## src/rtl/lsu_pkg.sv

```systemverilog
`default_nettype none
// ============================================================================
// Module   : lsu_pkg
// Brief    : Shared encodings, FSM states and alignment check for the LSU.
// Revision : 1.0 - initial release
// ============================================================================
package lsu_pkg;

    localparam logic [1:0] SZ_BYTE = 2'b00;
    localparam logic [1:0] SZ_HALF = 2'b01;
    localparam logic [1:0] SZ_WORD = 2'b10;

    typedef enum logic [1:0] {
        IDLE = 2'd0,
        RD   = 2'd1,
        WR   = 2'd2,
        RESP = 2'd3
    } lsu_state_e;

    function automatic logic lsu_access_err(input logic [1:0] size, input logic [1:0] addr_lo);
        return (size == 2'b11)
            || ((size == SZ_HALF) && addr_lo[0])
            || ((size == SZ_WORD) && (addr_lo != 2'b00));
    endfunction

endpackage
`default_nettype wire

```

## src/rtl/lsu_mem_master_if.sv

```systemverilog
`default_nettype none
// ============================================================================
// Module   : lsu_mem_master_if
// Brief    : Word-only mem_ctl data port; master = LSU, slave = mem_ctl.
// Revision : 1.0 - initial release
// ============================================================================
interface lsu_mem_master_if;

    logic [31:0] mem_addr;
    logic [31:0] mem_wdata;
    logic        mem_we;
    logic        mem_re;
    logic [31:0] mem_rdata;
    logic        mem_ready;

    modport master (
        output mem_addr, mem_wdata, mem_we, mem_re,
        input  mem_rdata, mem_ready
    );

    modport slave (
        input  mem_addr, mem_wdata, mem_we, mem_re,
        output mem_rdata, mem_ready
    );

endinterface
`default_nettype wire

```

## src/rtl/lsu_lane_align.sv

```systemverilog
`default_nettype none
// ============================================================================
// Module   : lsu_lane_align
// Brief    : Sub-word load extraction/extension and store merge into a word.
// Revision : 1.0 - initial release
// ============================================================================
module lsu_lane_align
    import lsu_pkg::*;
(
    input  logic [1:0]  addr_lo,
    input  logic [1:0]  size,
    input  logic        is_unsigned,
    input  logic [31:0] rword,
    input  logic [31:0] wdata,
    output logic [31:0] load_data,
    output logic [31:0] merged
);

    logic [7:0]  w_byte;
    logic [15:0] w_half;

    always_comb begin
        w_byte    = rword[{addr_lo, 3'b000} +: 8];
        w_half    = rword[{addr_lo[1], 4'b0000} +: 16];
        load_data = rword;
        merged    = rword;
        case (size)
            SZ_BYTE: begin
                load_data = {{24{w_byte[7] & ~is_unsigned}}, w_byte};
                merged[{addr_lo, 3'b000} +: 8] = wdata[7:0];
            end
            SZ_HALF: begin
                load_data = {{16{w_half[15] & ~is_unsigned}}, w_half};
                merged[{addr_lo[1], 4'b0000} +: 16] = wdata[15:0];
            end
            default: begin
                load_data = rword;
                merged    = wdata;
            end
        endcase
    end

endmodule
`default_nettype wire

```

## src/rtl/lsu_mem_master.sv

```systemverilog
`default_nettype none
// ============================================================================
// Module   : lsu_mem_master
// Brief    : Byte/half/word load-store initiator for mem_ctl, RMW for sub-word
//            stores. Option LSU_TIMEOUT_EN adds a per-phase mem_ready timeout.
// Revision : 1.0 - initial release
// ============================================================================
module lsu_mem_master
    import lsu_pkg::*;
#(
    parameter int TIMEOUT_CYCLES = 64
) (
    input  logic             clk,
    input  logic             rst,
    input  logic             req_valid,
    output logic             req_ready,
    input  logic             req_we,
    input  logic [1:0]       req_size,
    input  logic             req_unsigned,
    input  logic [31:0]      req_addr,
    input  logic [31:0]      req_wdata,
    output logic             resp_valid,
    output logic [31:0]      resp_rdata,
    output logic             resp_err,
    lsu_mem_master_if.master mem
);

    lsu_state_e  state_q, state_d;
    logic [1:0]  addr_lo_q, addr_lo_d;
    logic [1:0]  size_q, size_d;
    logic        we_q, we_d;
    logic        uns_q, uns_d;
    logic [31:0] wdata_q, wdata_d;
    logic        armed_q, armed_d;
    logic        req_ready_q, req_ready_d;
    logic        resp_valid_q, resp_valid_d;
    logic        resp_err_q, resp_err_d;
    logic [31:0] resp_rdata_q, resp_rdata_d;
    logic [31:0] mem_addr_q, mem_addr_d;
    logic [31:0] mem_wdata_q, mem_wdata_d;
    logic        mem_we_q, mem_we_d;
    logic        mem_re_q, mem_re_d;

    logic [31:0] w_load;
    logic [31:0] w_merged;
    logic        w_done;
    logic        w_timeout;

    lsu_lane_align u_align (
        .addr_lo     (addr_lo_q),
        .size        (size_q),
        .is_unsigned (uns_q),
        .rword       (mem.mem_rdata),
        .wdata       (wdata_q),
        .load_data   (w_load),
        .merged      (w_merged)
    );

    // The first edge after a strobe rises is skipped so a ready left over
    // from the previous phase cannot complete the new one.
    assign w_done = armed_q && mem.mem_ready;

`ifdef LSU_TIMEOUT_EN
    localparam int CNT_W = $clog2(TIMEOUT_CYCLES + 1);
    logic [CNT_W-1:0] cnt_q, cnt_d;

    assign w_timeout = (cnt_q == CNT_W'(TIMEOUT_CYCLES - 1));

    always_comb begin
        cnt_d = '0;
        if (((state_q == RD) || (state_q == WR)) && (state_d == state_q)) begin
            cnt_d = cnt_q + 1'b1;
        end
    end
`else
    logic w_unused_timeout;
    assign w_timeout        = 1'b0;
    assign w_unused_timeout = (TIMEOUT_CYCLES != 0);
`endif

    always_comb begin
        state_d      = state_q;
        addr_lo_d    = addr_lo_q;
        size_d       = size_q;
        we_d         = we_q;
        uns_d        = uns_q;
        wdata_d      = wdata_q;
        armed_d      = armed_q;
        req_ready_d  = req_ready_q;
        resp_valid_d = 1'b0;
        resp_err_d   = 1'b0;
        resp_rdata_d = 32'h0;
        mem_addr_d   = mem_addr_q;
        mem_wdata_d  = mem_wdata_q;
        mem_we_d     = mem_we_q;
        mem_re_d     = mem_re_q;

        case (state_q)
            IDLE: begin
                if (req_valid && req_ready_q) begin
                    addr_lo_d   = req_addr[1:0];
                    size_d      = req_size;
                    we_d        = req_we;
                    uns_d       = req_unsigned;
                    wdata_d     = req_wdata;
                    armed_d     = 1'b0;
                    req_ready_d = 1'b0;
                    if (lsu_access_err(req_size, req_addr[1:0])) begin
                        state_d      = RESP;
                        resp_valid_d = 1'b1;
                        resp_err_d   = 1'b1;
                    end else begin
                        mem_addr_d = {req_addr[31:2], 2'b00};
                        if (req_we && (req_size == SZ_WORD)) begin
                            state_d     = WR;
                            mem_we_d    = 1'b1;
                            mem_wdata_d = req_wdata;
                        end else begin
                            state_d  = RD;
                            mem_re_d = 1'b1;
                        end
                    end
                end
            end
            RD: begin
                if (w_done) begin
                    mem_re_d = 1'b0;
                    armed_d  = 1'b0;
                    if (we_q) begin
                        state_d     = WR;
                        mem_we_d    = 1'b1;
                        mem_wdata_d = w_merged;
                    end else begin
                        state_d      = RESP;
                        resp_valid_d = 1'b1;
                        resp_rdata_d = w_load;
                    end
                end else if (w_timeout) begin
                    mem_re_d     = 1'b0;
                    state_d      = RESP;
                    resp_valid_d = 1'b1;
                    resp_err_d   = 1'b1;
                end else begin
                    armed_d = 1'b1;
                end
            end
            WR: begin
                if (w_done || w_timeout) begin
                    mem_we_d     = 1'b0;
                    armed_d      = 1'b0;
                    state_d      = RESP;
                    resp_valid_d = 1'b1;
                    resp_err_d   = !w_done;
                end else begin
                    armed_d = 1'b1;
                end
            end
            default: begin
                state_d     = IDLE;
                req_ready_d = 1'b1;
            end
        endcase
    end

    always_ff @(posedge clk) begin
        if (rst) begin
            state_q      <= IDLE;
            addr_lo_q    <= 2'b00;
            size_q       <= 2'b00;
            we_q         <= 1'b0;
            uns_q        <= 1'b0;
            wdata_q      <= 32'h0;
            armed_q      <= 1'b0;
            req_ready_q  <= 1'b1;
            resp_valid_q <= 1'b0;
            resp_err_q   <= 1'b0;
            resp_rdata_q <= 32'h0;
            mem_addr_q   <= 32'h0;
            mem_wdata_q  <= 32'h0;
            mem_we_q     <= 1'b0;
            mem_re_q     <= 1'b0;
`ifdef LSU_TIMEOUT_EN
            cnt_q        <= '0;
`endif
        end else begin
            state_q      <= state_d;
            addr_lo_q    <= addr_lo_d;
            size_q       <= size_d;
            we_q         <= we_d;
            uns_q        <= uns_d;
            wdata_q      <= wdata_d;
            armed_q      <= armed_d;
            req_ready_q  <= req_ready_d;
            resp_valid_q <= resp_valid_d;
            resp_err_q   <= resp_err_d;
            resp_rdata_q <= resp_rdata_d;
            mem_addr_q   <= mem_addr_d;
            mem_wdata_q  <= mem_wdata_d;
            mem_we_q     <= mem_we_d;
            mem_re_q     <= mem_re_d;
`ifdef LSU_TIMEOUT_EN
            cnt_q        <= cnt_d;
`endif
        end
    end

    assign req_ready     = req_ready_q;
    assign resp_valid    = resp_valid_q;
    assign resp_err      = resp_err_q;
    assign resp_rdata    = resp_rdata_q;
    assign mem.mem_addr  = mem_addr_q;
    assign mem.mem_wdata = mem_wdata_q;
    assign mem.mem_we    = mem_we_q;
    assign mem.mem_re    = mem_re_q;

endmodule
`default_nettype wire

```

## src/flat_wrapper.sv

```systemverilog
// flat-port wrapper written by rule: the top's interface ports become plain ports
module lsu_mem_master_flat import lsu_pkg::*;
#(
    parameter int TIMEOUT_CYCLES = 64
)
  (clk, rst, req_valid, req_ready, req_we, req_size, req_unsigned, req_addr, req_wdata, resp_valid, resp_rdata, resp_err, mem_mem_addr, mem_mem_wdata, mem_mem_we, mem_mem_re, mem_mem_rdata, mem_mem_ready);
  lsu_mem_master_if mem_i ();
  input  logic clk;
  input  logic rst;
  input  logic req_valid;
  output logic req_ready;
  input  logic req_we;
  input  logic [1:0] req_size;
  input  logic req_unsigned;
  input  logic [31:0] req_addr;
  input  logic [31:0] req_wdata;
  output logic resp_valid;
  output logic [31:0] resp_rdata;
  output logic resp_err;
  output wire logic [$bits(mem_i.mem_addr)-1:0] mem_mem_addr;
  output wire logic [$bits(mem_i.mem_wdata)-1:0] mem_mem_wdata;
  output wire logic [$bits(mem_i.mem_we)-1:0] mem_mem_we;
  output wire logic [$bits(mem_i.mem_re)-1:0] mem_mem_re;
  input wire logic [$bits(mem_i.mem_rdata)-1:0] mem_mem_rdata;
  input wire logic [$bits(mem_i.mem_ready)-1:0] mem_mem_ready;
  assign mem_mem_addr = mem_i.mem_addr;
  assign mem_mem_wdata = mem_i.mem_wdata;
  assign mem_mem_we = mem_i.mem_we;
  assign mem_mem_re = mem_i.mem_re;
  assign mem_i.mem_rdata = mem_mem_rdata;
  assign mem_i.mem_ready = mem_mem_ready;
  lsu_mem_master #(.TIMEOUT_CYCLES(TIMEOUT_CYCLES)) u_core (.clk(clk), .rst(rst), .req_valid(req_valid), .req_ready(req_ready), .req_we(req_we), .req_size(req_size), .req_unsigned(req_unsigned), .req_addr(req_addr), .req_wdata(req_wdata), .resp_valid(resp_valid), .resp_rdata(resp_rdata), .resp_err(resp_err), .mem(mem_i));
endmodule
```

## config.mk

```make
export PLATFORM = sky130hd
export DESIGN_NAME = lsu_mem_master_flat
export DESIGN_NICKNAME = d
export VERILOG_FILES = /design/src/rtl/lsu_pkg.sv /design/src/rtl/lsu_mem_master_if.sv /design/src/rtl/lsu_lane_align.sv /design/src/rtl/lsu_mem_master.sv /design/src/flat_wrapper.sv
export SDC_FILE = /design/constraint.sdc
export NUM_CORES = 1
export LEC_CHECK = 0
export CAP_MARGIN = 20
export CORE_ASPECT_RATIO = 1.5
export CORE_MARGIN = 4
export CORE_UTILIZATION = 30
export CTS_BUF_LIST = sky130_fd_sc_hd__clkbuf_4 sky130_fd_sc_hd__clkbuf_8
export DETAILED_ROUTE_END_ITERATION = 8
export RECOVER_POWER = 100
export SLEW_MARGIN = 30
export SYNTH_ARGS = -nofsm -noshare
export SYNTH_HDL_FRONTEND = slang
export SYNTH_SLANG_ARGS = --single-unit
export TNS_END_PERCENT = 50
```

## constraint.sdc

```tcl
create_clock -name clk -period 4 [get_ports clk]
set_input_delay 0.6 -clock clk [delete_from_list [all_inputs] [get_ports clk]]
set_output_delay 0.6 -clock clk [all_outputs]
set_load 0.05 [all_outputs]
```

==> impl_metrics.json <==
{
  "crit_fanout": 39,
  "r2r-end": "u_core.mem.mem_addr[7]$_SDFFE_PP0P_",
  "final-setup-viol-count": 0,
  "antenna_found_initial": 0,
  "cts_tree": "done",
  "drive_gt1_frac": 0.0646,
  "use_met2": 0.339,
  "num_rows": 66,
  "postCtsSetupBuffers": 0,
  "reg2reg_slack_ps": 800,
  "core_sq_um": 21600,
  "dieHeight_um": 189,
  "cts_hold_buf": 0,
  "num_antenna_cells": 0,
  "worst_slack_ps": 796,
  "nFillCells": 2222,
  "antenna_left": 0,
  "peakVddDrop_uv": 338,
  "wl_per_cell_um": 19.4,
  "grt_start_max_net_pins": 67,
  "cts.sink_count": 140,
  "clk_pin_slew_ps": 90,
  "synth_area_leaders": "dfxtp_1 (43%), nand2_1 (12%), a21oi_1 (7.0%), clkbuf_1 (3.5%), o311ai_0 (3.2%)",
  "relSlewSlack": -0.305,
  "synthCells": 819,
  "syn_avg_cell_area_sq_um": 8.04,
  "synth_cell_types": 55,
  "finalPower_mw": 5.23,
  "dr.pass1.iters": 4,
  "min_path_type": "flip-flop to flip-flop",
  "cap_viol_max_count": 3,
  "grtUsageMet3": 0.0567,
  "cp-end-kind": "flip-flop",
  "area_growth_pct": 38.3,
  "placed_cell_area_sq_um": 8740,
  "synth_edf_count": 0,
  "clk_latency_ps": 470,
  "cp_slowest_cell": "clkbuf_1",
  "die_area_sq_um": 24400,
  "synth-seq-area-share": 0.425,
  "hold_viol": 0,
  "clock_skew_ps": 14.3,
  "critPathTopFamily": "buffers and inverters",
  "synth_area_sq_um": 6590,
  "violations": "capacitance limit, slew limit",
  "post-place-ws_ps": 767,
  "grt-ovfl-total": 0,
  "period_minus_slack_ps": 3200,
  "numCtsBuffers": 17,
  "clock.fmax_ghz": 0.312,
  "yosysWarningCount": 0,
  "met1_usage": 0.225,
  "cts_root_buffer": "clkbuf_8",
  "grt_usage": 0.197,
  "drc": 0,
  "run_status": "finished, violations left",
  "cts_max_level": 4,
  "worstPathArrival_ps": 3460,
  "yosysTopAreaCell": "dfxtp_1",
  "finalMaxSlewViolations": 122,
  "routabilityCongestion": 0.891,
  "p_per_area_nw_per_um2": 574,
  "grt_pass1_vias": 6512,
  "drt_iter0_markers": 523,
  "critPathRequiredTime_ps": 4250,
  "initial_utilization": 0.304,
  "avgViaCountPerCell": 5.30,
  "io_pins": 205,
  "start_kind": "flip-flop",
  "die_w_um": 129,
  "path_class": "flip-flop to flip-flop",
  "grt_pass1_wl_um": 37100,
  "dpl.hpwl_um": 18100,
  "whs_path_depth": 2,
  "worstHoldEndpoint": "u_core.mem.mem_addr[23]$_SDFFE_PP0P_",
  "port_buffers": 202,
  "synth_seq_cells": 140,
  "critPathBufInv": 3,
  "cp_cell_sequence": "inv_1, ha_1, and3_1, clkbuf_1, o21ai_2, buf_4, nand2_1, a21oi_1",
  "num_vias": 6691,
  "async_flop_share": 0,
  "ys.flop_type": "dfxtp_1",
  "worst_pin_slew_ps": 1960,
  "rsz0062_at_grt": "no",
  "min_from": "u_core.mem.mem_addr[23]$_SDFFE_PP0P_",
  "cts_buffer_depth": 2,
  "fin_area_sq_um": 9110,
  "wirelength_um": 24500,
  "max_stage_delay_ps": 1390,
  "leakage_nw": 3.47,
  "min_period_over_period": 0.801,
  "reg2reg_depth": 8,
  "yosysTopAreaCellShare": 0.425,
  "cts_resized": 0,
  "finalSetupTns_ps": 0,
  "r2r-start": "u_core.state_q[0]$_SDFFE_PP0P_",
  "fin_nets": 1091,
  "busiest_layer": "met2"
}
==> metal layers <==
layer / wire length [um] / up-vias
met1: 9640 / 3126
li1: - / 3280
met4: 879 / 0
met3: 1650 / 44
met5: 0 / -
met2: 12300 / 241
==> metrics by stage <==
step	instances	hold slack, ps	util
6_report	1263	452	0.421
5_1_grt	1263	469	0.421
4_1_cts	1263	458	0.423
3_5_place_dp	1231	446	0.404
3_3_place_gp	1231	440	0.404
2_1_floorplan	820	436	-
==> power breakdown <==
part	switching, mW	internal [mW]
clock	0.609	0.572
combinational	1.54	0.694
sequential	0.196	1.62
==> placed cells by master, fill, tap and decap left out, types with 5 or more instances in the layout <==
cell type        netlist  final
a2111oi_0              8      8
a21boi_0               6      6
a21oi_1               92     92
a221oi_1              17     17
a31oi_1                7      7
buf_4                  2     10
clkbuf_1              62      5
clkbuf_8               0     17
clkdlybuf4s50_1        0    102
dfxtp_1              140    139
dlygate4sd3_1          0     99
ha_1                   9      9
inv_1                 13     13
inv_6                  0      5
mux2i_1               10     10
nand2_1              204    204
nand3_1               14     14
nor2_1                38     38
nor2b_1                8      8
nor3_1                24     24
nor3b_1                5      5
nor4b_1                8      8
o211ai_1              10     10
o21ai_0               10      9
o221a_2                7      7
o2bb2ai_1              6      6
o311ai_0              24     24
o31ai_1                5      5
o41ai_1               24     24
==> worst max-delay path by stage <==
stage / start / cells after the start / slack (ps) / to
floorplan: u_core.addr_lo_q[1]$_SDFFE_PP0P_ / 8 / 1140 / u_core.mem.mem_wdata[18]$_SDFFE_PP0P_
global placement: req_valid / 6 / 820 / u_core.mem.mem_wdata[20]$_SDFFE_PP0P_
detailed placement: req_valid / 5 / 770 / u_core.mem.mem_wdata[1]$_SDFFE_PP0P_
CTS: u_core.state_q[0]$_SDFFE_PP0P_ / 6 / 1120 / u_core.mem.mem_wdata[1]$_SDFFE_PP0P_
global route: u_core.state_q[0]$_SDFFE_PP0P_ / 8 / 540 / u_core.mem.mem_addr[15]$_SDFFE_PP0P_
finish: u_core.state_q[0]$_SDFFE_PP0P_ / 8 / 800 / u_core.mem.mem_addr[7]$_SDFFE_PP0P_
==> cell usage after synthesis, drive strengths merged (8+ instances only) <==
cell	instances
a2111oi	8
o21ai	11
nor3	24
nand2	204
o211ai	10
buf	15
dfxtp	140
inv	13
a21oi	92
clkbuf	62
nor4b	8
o311ai	25
mux2i	10
nor2	38
nor2b	8
a221oi	17
nand3	14
ha	9
o41ai	24
==> logic make-up after synthesis <==
| group | Yosys count | synth area share |
|---|---|---|
| simple gates | 320 | 0.210 |
| compound gates | 246 | 0.267 |
| flops | 140 | 0.425 |
| buf+inv | 90 | 0.0577 |
| mux | 13 | 0.0220 |
| fa+ha+maj | 9 | 0.0171 |
| other cells | 1 | 0.000569 |
==> state kept, by name, indices dropped and copies added (netlist names) <==
register,cells
u_core.mem.mem_we,1
u_core.we_q,1
u_core.armed_q,1
u_core.req_ready,1
u_core.resp_valid,1
u_core.resp_err,1
u_core.state_q,2
u_core.mem.mem_addr,30
u_core.wdata_q,32
u_core.resp_rdata,32
u_core.addr_lo_q,2
u_core.size_q,2
u_core.uns_q,1
u_core.mem.mem_re,1
u_core.mem.mem_wdata,32
==> cell type report <==
type	count	area, sq um	share of cell area
Multi-Input combinational cell	590	3410	0.375
Timing Repair Buffer	216	2110	0.231
Sequential cell	140	2800	0.308
Inverter	13	48.8	0.00535
Tap cell	272	340	0.0373
Clock buffer	18	241	0.0265
Clock inverter	14	159	0.0174
==> worst min-delay path, cell delays in order, from the launching register on <==
cell and delay [ps]:
dfxtp_1 310, nand2_1 50, a21oi_1 50
No activity file was read; power rests on OpenSTA's default activity.
